===== src/rtl/button_debounce.sv =====
// Pushbutton conditioner: 2-flop synchroniser, debounce filter, press/release/long-press strobes.
// Latency: btn_level and press/release pulses appear on the (2+DEBOUNCE_CYCLES)th edge after a pad change.
// Backpressure: none; free-running, every output is a registered level or one-cycle strobe.
//
// Ports:
//   clk            12 MHz system clock
//   rst            synchronous, active-high reset
//   btn_in         raw asynchronous button pad
//   btn_level      debounced level, 1 = pressed regardless of pad polarity
//   press_pulse    one-cycle strobe in the first cycle btn_level reads 1
//   release_pulse  one-cycle strobe in the first cycle btn_level reads 0
//   long_pulse     one-cycle strobe LONG_CYCLES cycles after press_pulse, once per press
//
// Build option: define LONG_PRESS_EN to build the long-press counter and LONG state.
// Without it the FSM is IDLE/PRESSED only and long_pulse is tied to 0.

module button_debounce #(
   parameter int ACTIVE_LOW      = 1,
   parameter int DEBOUNCE_CYCLES = 120000,
   parameter int LONG_CYCLES     = 12000000
) (
   input  logic clk,
   input  logic rst,
   input  logic btn_in,
   output logic btn_level,
   output logic press_pulse,
   output logic release_pulse,
   output logic long_pulse
);

   // Elaboration-time marker: an instance with illegal counts carries this block.
   if (DEBOUNCE_CYCLES < 1 || LONG_CYCLES < 1) begin : g_param_check_failed
   end

   localparam int            DW       = $clog2(DEBOUNCE_CYCLES) + 1;
   localparam logic [DW-1:0] DEB_LAST = DW'(DEBOUNCE_CYCLES - 1);
   // Raw pad value while the button is released.
   localparam logic          REL_PAD  = (ACTIVE_LOW != 0) ? 1'b1 : 1'b0;

   // ------------------------------------------------------------------
   // Synchroniser. Resetting to the released pad level means a button
   // held through reset still appears as a fresh transition afterwards.
   // ------------------------------------------------------------------
   logic sync_q1;
   logic sync_q2;
   logic p_sync;

   always_ff @(posedge clk) begin
      if (rst) begin
         sync_q1 <= REL_PAD;
         sync_q2 <= REL_PAD;
      end else begin
         sync_q1 <= btn_in;
         sync_q2 <= sync_q1;
      end
   end

   // Normalise polarity: 1 = pressed.
   assign p_sync = sync_q2 ^ REL_PAD;

   // ------------------------------------------------------------------
   // Debounce filter. Counts consecutive cycles where the synchronised
   // input disagrees with the accepted level; any agreeing cycle (a bounce
   // back) clears the count, so only an uninterrupted run is accepted.
   // ------------------------------------------------------------------
   logic [DW-1:0] deb_cnt;
   logic          deb_done;
   logic          deb_press;
   logic          deb_release;

   assign deb_done    = (p_sync != btn_level) && (deb_cnt == DEB_LAST);
   assign deb_press   = deb_done &  p_sync;
   assign deb_release = deb_done & ~p_sync;

   always_ff @(posedge clk) begin
      if (rst) begin
         deb_cnt   <= '0;
         btn_level <= 1'b0;
      end else if (p_sync == btn_level) begin
         deb_cnt   <= '0;
      end else if (deb_cnt == DEB_LAST) begin
         btn_level <= p_sync;
         deb_cnt   <= '0;
      end else begin
         deb_cnt   <= deb_cnt + 1'b1;
      end
   end

   // ------------------------------------------------------------------
   // Press FSM. Strobes are computed combinationally from the debounce
   // events and registered, so they line up with the btn_level update.
   // ------------------------------------------------------------------
`ifdef LONG_PRESS_EN
   typedef enum logic [1:0] {
      S_IDLE    = 2'd0,
      S_PRESSED = 2'd1,
      S_LONG    = 2'd2
   } state_t;
`else
   typedef enum logic {
      S_IDLE    = 1'b0,
      S_PRESSED = 1'b1
   } state_t;
`endif

   state_t state_q;
   state_t state_d;
   logic   press_d;
   logic   release_d;

`ifdef LONG_PRESS_EN
   localparam int            LW        = $clog2(LONG_CYCLES) + 1;
   localparam logic [LW-1:0] LONG_LAST = LW'(LONG_CYCLES - 1);

   logic [LW-1:0] long_cnt;
   logic          long_d;
   logic          long_q;
`endif

   always_comb begin
      state_d   = state_q;
      press_d   = 1'b0;
      release_d = 1'b0;
`ifdef LONG_PRESS_EN
      long_d    = 1'b0;
`endif
      case (state_q)
         S_IDLE: begin
            if (deb_press) begin
               state_d = S_PRESSED;
               press_d = 1'b1;
            end
         end
         S_PRESSED: begin
            // Release wins over a coincident long-press terminal count.
            if (deb_release) begin
               state_d   = S_IDLE;
               release_d = 1'b1;
            end
`ifdef LONG_PRESS_EN
            else if (long_cnt == LONG_LAST) begin
               state_d = S_LONG;
               long_d  = 1'b1;
            end
`endif
         end
`ifdef LONG_PRESS_EN
         S_LONG: begin
            if (deb_release) begin
               state_d   = S_IDLE;
               release_d = 1'b1;
            end
         end
`endif
         default: begin
            state_d = S_IDLE;
         end
      endcase
   end

   always_ff @(posedge clk) begin
      if (rst) begin
         state_q       <= S_IDLE;
         press_pulse   <= 1'b0;
         release_pulse <= 1'b0;
      end else begin
         state_q       <= state_d;
         press_pulse   <= press_d;
         release_pulse <= release_d;
      end
   end

`ifdef LONG_PRESS_EN
   // Hold-time counter: zeroed on press, advances only while PRESSED.
   // It leaves PRESSED at LONG_LAST, so LONG_CYCLES always fits and it
   // never wraps; it stays frozen in LONG and IDLE.
   always_ff @(posedge clk) begin
      if (rst) begin
         long_cnt <= '0;
         long_q   <= 1'b0;
      end else begin
         long_q <= long_d;
         if (state_q == S_IDLE && deb_press) begin
            long_cnt <= '0;
         end else if (state_q == S_PRESSED) begin
            long_cnt <= long_cnt + 1'b1;
         end
      end
   end

   assign long_pulse = long_q;
`else
   assign long_pulse = 1'b0;
`endif

endmodule

===== config.mk =====
export PLATFORM = sky130hd
export DESIGN_NAME = button_debounce
export DESIGN_NICKNAME = d
export VERILOG_FILES = /design/src/rtl/button_debounce.sv
export SDC_FILE = /design/constraint.sdc
export NUM_CORES = 1
export LEC_CHECK = 0
export CORE_MARGIN = 5
export CORE_UTILIZATION = 50
export CTS_BUF_LIST = sky130_fd_sc_hd__clkbuf_16
export CTS_CLUSTER_SIZE = 10
export DETAILED_ROUTE_END_ITERATION = 7
export PLACE_DENSITY = 0.78
export SLEW_MARGIN = 20
export SYNTH_ARGS = -nofsm -noshare
export SYNTH_HDL_FRONTEND = slang
export SYNTH_SLANG_ARGS = --single-unit

===== constraint.sdc =====
create_clock -name clk -period 1.75 [get_ports clk]
set_input_delay 0.4375 -clock clk [delete_from_list [all_inputs] [get_ports clk]]
set_output_delay 0.4375 -clock clk [all_outputs]
set_load 0.005 [all_outputs]

### Word level (Yosys, flattened, before mapping)

Cells that the tools add are included.

| cells by class | value |
|---|---|
| add/sub/neg operators | 1 |
| equal/unequal tests | 3 |
| mux-type cells | 4 |
| bitwise gates (word level) | 5 |
| reduce and logical (&&, ||, !) cells | 5 |

Operator list:

| cell | number |
|---|---|
| adder 18 x 1 -> 18 bit, second input constant | 1 |
| equality test 18 x 17 -> 1 bit, second input constant | 1 |
| OR reduction 2 bit | 2 |
| two-way mux 1 bit | 3 |
| NOT 1 bit | 3 |
| OR reduction 3 bit | 1 |
| bitwise AND 1 bit | 2 |
| case mux 1 bit (2 select lines) | 1 |
| AND reduction 2 bit | 1 |
| equality test 1 bit | 1 |
| logical AND 1 bit | 1 |
| inequality test 1 bit | 1 |

| word-level totals | value |
|---|---|
| flip-flop bits (word level) | 24 |
| bits of input ports | 3 |
| output and inout bits | 4 |

### Longest topological paths before layout

| logic depth | value |
|---|---|
| word-level depth | 6 |
| gate-level depth with buffers | 7 |

### Worst setup path after synthesis

No wires, ideal clock.

| path | value |
|---|---|
| path type | flip-flop to flip-flop |
| from | reg deb_cnt[0] |
| to | reg deb_cnt[10] |
| setup time | 0.064 ns |
| data arrival time | 1.587 ns |
| data required time | 1.686 ns |
| path slack | 0.100 ns |
| stages on the path, launching flop included | 8 |
| path buffers | 2 |
| period minus slack after synthesis | 1.650 ns |
| cells stage by stage | dfxtp_1 -> ha_1 -> and4_1 -> and3_1 -> a211o_1 -> buf_4 -> buf_6 -> nor2_1 |

| on the way | value |
|---|---|
| longest elaborated chain between the ends | 2 |

Ends and longest elaborated chain:

| what | RTL line | RTL |
|---|---|---|
| from (decl) | 66 | `logic [DW-1:0] deb_cnt;` |
| from (signal assigned) | 85 | `deb_cnt <= deb_cnt + 1'b1;` |
| branches (longest 2 deep; another with adder 18 x 1 -> 18 bit) | -- |  |

Parallel ways; which one is timed is not known.
A chain may end at the register's enable or synchronous reset.

### Worst setup path in the final report

| path | value |
|---|---|
| from | reg btn_level |
| to | out btn_level |

RTL lines:

| what | RTL line | RTL |
|---|---|---|
| from (decl) | 25 | `output logic btn_level,` |
| from (signal assigned) | 82 | `btn_level <= p_sync;` |

No word-level cell between the ends.

==> flow_summary.yaml <==
detailed_routing:
  drtIter0Drc: 22
  route.detailed.wl_per_inst_um: 13.1
  vias: 841
  drt_drc_violations_left: 0
  detailroute.wirelength.met3_um: 110
  ant_nets: 0
  first_pass_iters: 4
  topRoutingLayerUsed: "met4"
  route.final.wire_length_mm: 1.98
  routed_metal_1_wirelength_um: 843
  vias_per_cell: 5.53
  met2_wirelength_um: 986
sta:
  achievable-frequency_mhz: 604
  timing.final.crit_period_ns: 1.66
  totalNegativeSetupSlack_ns: 0
  final.setup_skew_ns: 0.00308
  timing.final.hold_violations: 0
  finalCritPeriodShare: 0.946
  slew_limit_fails: 0
  report.final.setup_viol: 0
floorplanning:
  core-area_um2: 1920
  initial_core_util: 0.515
  floorplan.die.height_um: 54.5
  die_area_um2: 2970
  die_width_um: 54.5
  num_rows: 16
  ports_placed_on_the_boundary: 7
worst_hold_path:
  worstHoldPathType: "flop to flop"
finish:
  final_nets: 130
  layout.cells.most_common: "sky130_fd_sc_hd__dfxtp_1"
  finalInstanceArea_um2: 1240
  layout.cells.most_common_list: "sky130_fd_sc_hd__dfxtp_1, sky130_fd_sc_hd__nor2_1, sky130_fd_sc_hd__xnor2_1"
  area.growth.synth_to_final_pct: 25.3
  final_cell_count_no_fill: 152
  total_inserted_antenna_cells: 0
  layout-drive-gt1-share: 0.168
cts:
  cts_buffers: 3
  clockRootBuffer: "sky130_fd_sc_hd__clkbuf_16"
  worstSkewPairLatency_ns: 0.26
  cts.reportedPaths.clkPinSlew_ns: 0.06
  cts_tree: "yes"
  cts.hold.buffers_added: 0
  cts_buffer_depth: 2
  h-tree-depth: 1
  cts_num_sinks: 23
pwr:
  static-leakage-power_nw: 0.400
  p_int_mw: 0.844
  clock_power_share: 0.471
  sw_frac_of_total: 0.184
  sequentialPowerShare: 0.511
  vdd.ir_drop.worst_uv: 488
  proportion_of_power_drawn_by_combinational_gates: 0.018
  pwr_density_cell_nw_per_um2: 835
  switching_power_mw: 0.191
critical_path:
  kind_of_end_point_of_the_critical_path: "output port"
  ordered_cell_list_for_the_critical_path: "clkdlybuf4s50_1"
  critical-path-max-stage-delay_ns: 0.54
  cp_top_family: "buffers and inverters"
  critical_path.max_fanout: 5
  critPathLaunchType: "flop"
  worstPathArrival_ns: 1.22
  critical_path_class: "flop to output port"
  crit_required_ns: 1.31
  ff2ff_setup_slack_ns: 0.10
  critical-path-slowest-cell: "sky130_fd_sc_hd__clkdlybuf4s50_1"
  worst-path-buf-inv: 1
synthesis:
  postSynthCellCount: 109
  synth.net_count: 113
  synth_seq_cells: 23
  synthesis.area_um2: 990
  post_synth.cell_area_avg_um2: 9.08
  distinct_cells_synth: 25
  ys_warn_count: 0
  synth_seq_area_share: 0.465
global_routing:
  grt_pass1_vias: 762
  global_route.overflow_total: 0
  grt_start_max_net_pins: 19
  antenna_found_initial: 0
  grt_first_pass_wirelength_mm: 3.26
  global_route_usage_over_all_layers: 0.156
placed_design:
  postPlaceCellArea_um2: 1120
  placed_cells: 146
  gpl.final_weighted_congestion: 0.742
  dp_hpwl_mm: 1.36
  port-buffer-count: 5
outcome:
  result_of_the_run: "finished clean"
run:
  max_cap_violations: 0
## kinds of logic after synthesis
logic type      Yosys count  share of synthesized area
buf+inv                   5                     0.0341
flops                    23                      0.465
fa+ha+maj                 1                     0.0126
compound gates            6                     0.0405
other cells               1                    0.00379
simple gates             58                      0.311
xor+xnor                 15                      0.133
## per-stage QoR
step                hold slack [ns]  utilization  power [mW]  worst slack, ns
floorplan                     0.389            -       0.549           0.0996
global placement              0.401        0.583       0.557            0.132
detailed placement            0.428        0.583       0.558           0.0539
CTS                           0.439        0.624        1.05           0.0253
global route                  0.461        0.645        1.07         -0.00363
finish                        0.425        0.645        1.03           0.0948
## sequential cells by signal, indices dropped and copies added, names as in the netlist
| register | flops |
|---|---|
| sync_q1 | 1 |
| deb_cnt | 18 |
| sync_q2 | 1 |
| btn_level | 1 |
| release_pulse | 1 |
| press_pulse | 1 |
## power groups by stage
| stage | Sequential, mW | Clock [mW] | Combinational [mW] |
|---|---|---|---|
| final | 0.529 | 0.487 | 0.0183 |
| after global routing | 0.529 | 0.517 | 0.0198 |
| after CTS | 0.529 | 0.499 | 0.0182 |
| after detailed placement | 0.540 | 0 | 0.0180 |
| after global placement | 0.540 | 0 | 0.0173 |
| after floorplan | 0.540 | 0 | 0.00969 |
## final timing paths
kind / startpoint / cells after the start / end
hold reg to reg: sync_q1 / 1 / sync_q2
setup reg to reg: deb_cnt[6] / 4 / deb_cnt[17]
hold / removal: sync_q1 / 1 / sync_q2
setup / recovery: btn_level / 1 / btn_level
## final cells by class
class	instances	area [um^2]
fill	172	682
multi-input combinational	81	518
sequential	23	463
timing repair buffer	15	138
clock buffer	3	75.1
tap	27	33.8
inverter	2	7.51
clock inverter	1	5.00
## what timing repair did
item,CTS,global route
endpoints found under the setup margin,0,19
setup buffers,0,2
resized for setup,0,6
## worst register-to-register path: cells and delay by family (launching register included)
family	cells	cell delay, ns
simple gates	3	0.94
compound gates	1	0.16
flops	1	0.48
## Yosys cell counts
cell type,number,area [um^2]
sky130_fd_sc_hd__a211o_1,1,8.76
sky130_fd_sc_hd__a21oi_1,3,15.0
sky130_fd_sc_hd__and3_1,2,12.5
sky130_fd_sc_hd__and4_1,2,17.5
sky130_fd_sc_hd__buf_4,2,15.0
sky130_fd_sc_hd__buf_6,1,11.3
sky130_fd_sc_hd__conb_1,1,3.75
sky130_fd_sc_hd__dfxtp_1,23,460
sky130_fd_sc_hd__ha_1,1,12.5
sky130_fd_sc_hd__inv_1,2,7.51
sky130_fd_sc_hd__nand2_1,7,26.3
sky130_fd_sc_hd__nand3_1,6,30.0
sky130_fd_sc_hd__nand4_1,5,31.3
sky130_fd_sc_hd__nor2_1,18,67.6
sky130_fd_sc_hd__nor3_1,5,25.0
sky130_fd_sc_hd__nor3_2,1,10.0
sky130_fd_sc_hd__nor4_1,5,31.3
sky130_fd_sc_hd__o31ai_1,1,7.51
sky130_fd_sc_hd__o41ai_1,1,8.76
sky130_fd_sc_hd__or2_1,1,6.26
sky130_fd_sc_hd__or2_2,2,12.5
sky130_fd_sc_hd__or4_1,1,7.51
sky130_fd_sc_hd__or4b_1,3,30.0
sky130_fd_sc_hd__xnor2_1,10,87.6
sky130_fd_sc_hd__xor2_1,5,43.8
## routing by layer
layer	up-vias	track usage
met5	-	0
met2	27	0.283
met3	7	0.0327
li1	416	-
met4	0	0.0871
met1	391	0.166
Note: power is estimated with default switching activity, not from simulation.
